File: src/rtl/muldiv_ctrl.sv
// muldiv_ctrl: multi-cycle HI/LO multiply/divide unit for a MIPS-style pipeline.
// MULT/MULTU use radix-2 shift-add and DIV/DIVU use restoring shift-subtract.
// Both run 32 iterations on operand magnitudes, then one FIX cycle applies signs.
// MTHI/MTLO write HI/LO directly when the unit is idle.
// Optional build macro: MULDIV_FAST_ZERO_EN. When defined, a zero multiply operand
// or a zero divisor skips the iteration phase and goes straight to FIX.
module muldiv_ctrl #(
    parameter int DATA_W = 32  // only 32 is supported
) (
    input  logic              i_clk,
    input  logic              i_rst,
    input  logic              i_start,
    input  logic [5:0]        i_function,
    input  logic [DATA_W-1:0] i_op_a,
    input  logic [DATA_W-1:0] i_op_b,
    input  logic              i_mf_req,
    output logic [DATA_W-1:0] o_hi,
    output logic [DATA_W-1:0] o_lo,
    output logic              o_busy,
    output logic              o_done,
    output logic              o_stall
);

    localparam logic [5:0] FN_MTHI  = 6'h11;
    localparam logic [5:0] FN_MTLO  = 6'h13;
    localparam logic [5:0] FN_MULT  = 6'h18;
    localparam logic [5:0] FN_MULTU = 6'h19;
    localparam logic [5:0] FN_DIV   = 6'h1a;
    localparam logic [5:0] FN_DIVU  = 6'h1b;

    localparam int CNT_W = 5;

    typedef enum logic [1:0] {
        IDLE = 2'd0,
        ITER = 2'd1,
        FIX  = 2'd2
    } state_t;

    // Control state
    state_t            r_state;
    logic [CNT_W-1:0]  r_cnt;
    logic              r_busy;
    logic              r_done;

    // Architectural registers
    logic [DATA_W-1:0] r_hi;
    logic [DATA_W-1:0] r_lo;

    // Iteration datapath.
    // Multiply: r_acc is the running high half and r_q holds the multiplier
    // (it becomes the low half). r_opb is the multiplicand.
    // Divide: r_acc is the partial remainder and r_q holds the dividend
    // (it becomes the quotient). r_opb is the divisor.
    // r_acc has one extra bit for the carry or borrow.
    logic [DATA_W:0]   r_acc;
    logic [DATA_W-1:0] r_q;
    logic [DATA_W-1:0] r_opb;
    logic [DATA_W-1:0] r_a;       // raw dividend, returned as HI on divide-by-zero
    logic              r_is_div;
    logic              r_neg_q;   // negate product / quotient in FIX
    logic              r_neg_r;   // negate remainder in FIX
    logic              r_zero;    // zero multiply operand or zero divisor

    // Request decode
    logic              w_fn_mul;
    logic              w_fn_div;
    logic              w_fn_muldiv;
    logic              w_fn_signed;
    logic              w_a_neg;
    logic              w_b_neg;
    logic [DATA_W-1:0] w_a_mag;
    logic [DATA_W-1:0] w_b_mag;
    logic              w_zero_op;
    logic              w_skip;

    // One iteration step
    logic [DATA_W:0]   w_mul_sum;
    logic [DATA_W:0]   w_mul_sel;
    logic [2*DATA_W:0] w_mul_shift;
    logic [DATA_W:0]   w_div_shift;
    logic [DATA_W:0]   w_div_diff;
    logic              w_div_ge;

    // Sign-corrected results written in FIX
    logic [2*DATA_W-1:0] w_prod;
    logic [2*DATA_W-1:0] w_prod_s;
    logic [DATA_W-1:0]   w_quot;
    logic [DATA_W-1:0]   w_rem;
    logic [DATA_W-1:0]   w_res_hi;
    logic [DATA_W-1:0]   w_res_lo;

    // Decode the request and form operand magnitudes for the signed ops
    always_comb begin
        w_fn_mul    = (i_function == FN_MULT) || (i_function == FN_MULTU);
        w_fn_div    = (i_function == FN_DIV)  || (i_function == FN_DIVU);
        w_fn_muldiv = w_fn_mul || w_fn_div;
        w_fn_signed = (i_function == FN_MULT) || (i_function == FN_DIV);
        w_a_neg     = w_fn_signed & i_op_a[DATA_W-1];
        w_b_neg     = w_fn_signed & i_op_b[DATA_W-1];
        w_a_mag     = w_a_neg ? -i_op_a : i_op_a;
        w_b_mag     = w_b_neg ? -i_op_b : i_op_b;
        w_zero_op   = w_fn_div ? (i_op_b == '0) : ((i_op_a == '0) || (i_op_b == '0));
    end

`ifdef MULDIV_FAST_ZERO_EN
    assign w_skip = w_zero_op;
`else
    assign w_skip = 1'b0;
`endif

    // Compute one shift-add or one restoring shift-subtract step
    always_comb begin
        w_mul_sum   = r_acc + {1'b0, r_opb};
        w_mul_sel   = r_q[0] ? w_mul_sum : r_acc;
        w_mul_shift = {w_mul_sel, r_q} >> 1;
        w_div_shift = {r_acc[DATA_W-1:0], r_q[DATA_W-1]};
        w_div_diff  = w_div_shift - {1'b0, r_opb};
        // The remainder stays below the divisor, so bit DATA_W acts as the borrow
        w_div_ge    = ~w_div_diff[DATA_W];
    end

    // Apply sign correction and the zero special cases to form the HI/LO result
    always_comb begin
        w_prod   = {r_acc[DATA_W-1:0], r_q};
        w_prod_s = r_neg_q ? -w_prod : w_prod;
        w_quot   = r_neg_q ? -r_q : r_q;
        w_rem    = r_neg_r ? -r_acc[DATA_W-1:0] : r_acc[DATA_W-1:0];
        w_res_hi = '0;
        w_res_lo = '0;
        if (r_is_div) begin
            if (r_zero) begin
                w_res_lo = '1;
                w_res_hi = r_a;
            end else begin
                w_res_lo = w_quot;
                w_res_hi = w_rem;
            end
        end else if (!r_zero) begin
            w_res_hi = w_prod_s[2*DATA_W-1:DATA_W];
            w_res_lo = w_prod_s[DATA_W-1:0];
        end
    end

    // Control FSM, iteration datapath and HI/LO registers, with synchronous reset
    always_ff @(posedge i_clk) begin
        if (i_rst) begin
            r_state  <= IDLE;
            r_cnt    <= '0;
            r_busy   <= 1'b0;
            r_done   <= 1'b0;
            r_hi     <= '0;
            r_lo     <= '0;
            r_acc    <= '0;
            r_q      <= '0;
            r_opb    <= '0;
            r_a      <= '0;
            r_is_div <= 1'b0;
            r_neg_q  <= 1'b0;
            r_neg_r  <= 1'b0;
            r_zero   <= 1'b0;
        end else begin
            r_done <= 1'b0;
            unique case (r_state)
                IDLE: begin
                    if (i_start) begin
                        if (w_fn_muldiv) begin
                            r_acc    <= '0;
                            r_q      <= w_a_mag;
                            r_opb    <= w_b_mag;
                            r_a      <= i_op_a;
                            r_is_div <= w_fn_div;
                            r_neg_q  <= w_a_neg ^ w_b_neg;
                            r_neg_r  <= w_a_neg;
                            r_zero   <= w_zero_op;
                            r_cnt    <= '0;
                            r_busy   <= 1'b1;
                            r_state  <= w_skip ? FIX : ITER;
                        end else if (i_function == FN_MTHI) begin
                            r_hi <= i_op_a;
                        end else if (i_function == FN_MTLO) begin
                            r_lo <= i_op_a;
                        end
                    end
                end
                ITER: begin
                    if (r_is_div) begin
                        r_acc <= w_div_ge ? w_div_diff : w_div_shift;
                        r_q   <= {r_q[DATA_W-2:0], w_div_ge};
                    end else begin
                        r_acc <= w_mul_shift[2*DATA_W:DATA_W];
                        r_q   <= w_mul_shift[DATA_W-1:0];
                    end
                    r_cnt <= r_cnt + CNT_W'(1);
                    if (r_cnt == '1) begin
                        r_state <= FIX;
                    end
                end
                FIX: begin
                    r_hi    <= w_res_hi;
                    r_lo    <= w_res_lo;
                    r_busy  <= 1'b0;
                    r_done  <= 1'b1;
                    r_state <= IDLE;
                end
                default: begin
                    r_state <= IDLE;
                    r_busy  <= 1'b0;
                end
            endcase
        end
    end

    assign o_hi    = r_hi;
    assign o_lo    = r_lo;
    assign o_busy  = r_busy;
    assign o_done  = r_done;
    assign o_stall = r_busy & (i_start | i_mf_req);

endmodule

File: config.mk
export PLATFORM = sky130hd
export DESIGN_NAME = muldiv_ctrl
export DESIGN_NICKNAME = d
export VERILOG_FILES = /design/src/rtl/muldiv_ctrl.sv
export SDC_FILE = /design/constraint.sdc
export NUM_CORES = 1
export LEC_CHECK = 0
export CAP_MARGIN = 20
export CORE_MARGIN = 2
export CORE_UTILIZATION = 51
export CTS_BUF_LIST = sky130_fd_sc_hd__clkbuf_2 sky130_fd_sc_hd__clkbuf_4 sky130_fd_sc_hd__clkbuf_8
export DETAILED_ROUTE_END_ITERATION = 8
export DONT_BUFFER_PORTS = 1
export PLACE_DENSITY = 0.73
export SYNTH_ARGS = -nofsm -noshare
export SYNTH_HDL_FRONTEND = slang
export SYNTH_SLANG_ARGS = --single-unit
File: constraint.sdc
create_clock -name i_clk -period 4.6 [get_ports i_clk]
set_input_delay 1.15 -clock i_clk [delete_from_list [all_inputs] [get_ports i_clk]]
set_output_delay 1.15 -clock i_clk [all_outputs]
set_load 0.05 [all_outputs]
==> summary.txt <==
Finish
  • Fin area: 0.0168 sq mm
  • Commonest non-fill, non-tap cell in the layout: nand2_1
  • Fin nets: 2,183
  • # fillers: 2,834
  • FF+latch area: 0.00413 sq mm
  • Final core occ: 56.2%
  • Share of cells above drive strength 1: 7.65%
  • Area Growth Syn to Fin: 7.84%
  • Commonest cells after routing, fill and taps aside: 269 x nand2_1, 211 x a21oi_1, 205 x dfxtp_1
  • Multi-input gate area: 0.0106 sq mm
  • Non-Filler Instances: 2,456
  • Number of diodes: 0

Power
  • PD cells: 343 mW/mm^2
  • Final Power: 5.75 mW
  • Leak pwr: 6.09 nW
  • Max VDD drop: 231 uV

Critical path
  • CP Buf/Inv Count: 3
  • Crit-path max cell delay: 0.48 ns
  • Crit-path slowest cell: a2111oi_1
  • CP Data Arrival Time: 4.61 ns
  • CP cell instances: inv_1, ha_1, a2111oi_1, o21ai_0, a31oi_1, nand3b_1, o21ai_0, a21boi_0, o21ai_0, nand2b_1, a21o_1, ha_1, buf_4, buf_4, nand2_1, o2bb2ai_1, nand2_1, o21ai_0, a22oi_1, nor2_1
  • CP dominant cell by count: o21ai_0
  • Endpoint type of the worst setup path: flip-flop
  • Critical path class: flip-flop to flip-flop
  • Crit path max fanout: 20
  • CP delay by family, top: compound AO/OA/AOI/OAI gates
  • Critical Path RT: 5.09 ns
  • CP startpoint kind: flip-flop

Logic synthesis
  • Post-synth ARST share: 0%
  • Gate Count Post-Synth: 2,098
  • Post-synthesis register bit count: 206
  • Sequential share of the synthesized area: 26.5%
  • Synthesis Warnings: 0
  • Mean Syn Cell Area: 7.42 sq um
  • EDFF count, synth: 0
  • Ys flop type: dfxtp_1
  • Distinct cells, synth: 76
  • Post-Synthesis Net Count: 2,245
  • Cell Area, Synth: 0.0156 sq mm

STA
  • RSZ-0062 raised after global routing: true
  • Final WS setup: 0.476 ns
  • Final Hold Vio Count: 0
  • Final setup viols: 0
  • Final Cycle Share: 89.6%
  • Fmax: 242 MHz
  • Slew @ Worst Pin: 0.973 ns
  • Slew HR: 35.2%
  • Period minus WS final: 4.12 ns
  • Setup tns final: 0 ns
  • Clock Skews: 0.0260 ns
  • WHS: 0.452 ns
  • Final Slew Violations: 0

Place
  • Placer Congestion: 0.941
  • Detailed Place HPWL: 38,300 um
  • Placed cell area: 0.0159 sq mm
  • Post-place setup slack: 0.478 ns
  • IO Port Bufs: 0
  • Placed Cells: 2,385

CTS
  • CTS tree: yes
  • H-tree levels: 2
  • Clock Root Buffer: clkbuf_8
  • Inserted Clock Buffers: 39
  • Clk pin slew, worst setup/hold paths: 0.06 ns
  • Worst-skew pair later-pin latency: 0.55 ns
  • TritonCTS Sinks: 206
  • Clk buf depth: 3

GRT
  • GRT Residual Overflow: 0
  • GRT Total Usage: 32.6%
  • Vias in the first global route: 14,728
  • Largest net degree at the start of global routing: 187
  • First-pass GRT wire length: 82,300 um
  • Antenna violations before repair: 1

Routing
  • Vias post-DR: 15,986
  • Total Routed Length: 53,500 um
  • DRC: 0
  • Via density: 6.51
  • DR pass1 iterations: 8
  • Routed len/inst: 21.8 um
  • Post-DRT Antenna Nets: 0
  • Initial DRC Count: 1,689

Floorplan
  • Cell Rows: 63
  • Die width: 179 um
  • Starting Density: 52.1%
  • Die height: 179 um
  • Core ar.: 0.0299 sq mm
  • I/O Pins: 141
  • Die area: 0.0319 sq mm

Worst hold path
  • Worst Hold Class: flip-flop to flip-flop

Run status
  • Status: completed

Flow run
  • Max Cap Viol: 0
[metal layers]
metal / wire (um) / part of all wire (%) / global-route usage, %
met1: 21900 / 41 / 41.7
met3: 4540 / 8.5 / 6.68
met4: 2720 / 5.1 / 15.3
met2: 24400 / 46 / 52.6
met5: 0 / 0 / 0
[path summary, 6_finish.rpt]
path / start / to / slack (ns) / cells past startpoint
min reg2reg: r_a[6]$_SDFFE_PP0P_ / r_a[6]$_SDFFE_PP0P_ / 0.45 / 2
max: r_opb[19]$_SDFFE_PP0P_ / r_acc[3]$_SDFFE_PP0P_ / 0.48 / 20
max reg2reg: r_opb[19]$_SDFFE_PP0P_ / r_acc[3]$_SDFFE_PP0P_ / 0.48 / 20
min: r_a[6]$_SDFFE_PP0P_ / r_a[6]$_SDFFE_PP0P_ / 0.45 / 2
[state kept, by name, summed over array words and instances, names as in the netlist]
signal	count
r_neg_q	1
r_cnt	5
o_hi	32
r_neg_r	1
r_state	2
o_done	1
r_opb	32
o_lo	32
o_busy	1
r_zero	1
r_is_div	1
r_acc	33
r_a	32
r_q	32
[power breakdown]
group          switching, mW  internal, mW  total, mW
Combinational           1.08         0.638       1.72
Clock                  0.841          1.16       2.00
Sequential             0.140          1.89       2.03
[repair_timing]
item	CTS	global route
hold buffers	0	0
gates resized for setup	0	2
endpoints found under the setup margin	0	14
buffers inserted	0	0
[Yosys cell counts (5+ instances only)]
cell,instances,area (sq um)
a2111oi_0,11,96.3
a211oi_1,79,593
a21o_1,26,195
a21oi_1,211,1060
a221oi_1,10,87.6
a222oi_1,5,50.1
a22o_1,5,43.8
a22oi_1,20,150
a311oi_1,17,149
a31oi_1,18,113
a41oi_1,7,61.3
and2_1,11,68.8
and3_1,10,62.6
buf_1,14,52.6
clkbuf_1,146,548
dfxtp_1,206,4120
ha_1,71,888
inv_1,58,218
mux2i_1,41,410
nand2_1,270,1010
nand2b_1,27,169
nand3_1,24,120
nand4_1,13,81.3
nor2_1,178,668
nor2b_1,15,93.8
nor3_1,38,190
nor3b_1,9,67.6
nor4_1,13,81.3
o211ai_1,45,338
o21a_1,12,90.1
o21ai_0,125,626
o21bai_1,10,75.1
o221ai_1,10,87.6
o22ai_1,9,56.3
o31ai_1,37,278
o41ai_1,13,114
or3_1,32,200
or4_1,11,82.6
xnor2_1,101,885
xor2_1,68,596
[cell families after synthesis]
group,after synthesis,share of synthesized area [%]
AO/OA/AOI/OAI,709,29.9
XOR/XNOR,169,9.51
adder cells (fa/ha/maj),73,5.96
buffers and inverters,223,5.40
flip-flops,206,26.5
multiplexers,45,2.93
AND/OR/NAND/NOR,673,19.8
[worst reg2reg max path, stage by stage (launching register included)]
cell,delay (ns)
dfxtp_1,0.36
inv_1,0.06
ha_1,0.28
a2111oi_1,0.48
o21ai_0,0.17
a31oi_1,0.27
nand3b_1,0.11
o21ai_0,0.24
a21boi_0,0.15
o21ai_0,0.24
nand2b_1,0.09
a21o_1,0.18
ha_1,0.29
buf_4,0.29
buf_4,0.25
nand2_1,0.07
o2bb2ai_1,0.16
nand2_1,0.07
o21ai_0,0.11
a22oi_1,0.08
nor2_1,0.11
[area by class of cell]
class	count	area share (%)
timing repair buffer	60	2.71
tap	390	2.91
inverter	60	1.34
clock inverter	7	0.395
sequential	206	24.6
multi-input combinational	1669	63.3
clock buffer	64	4.76
Power figures use the tool's default switching activity.
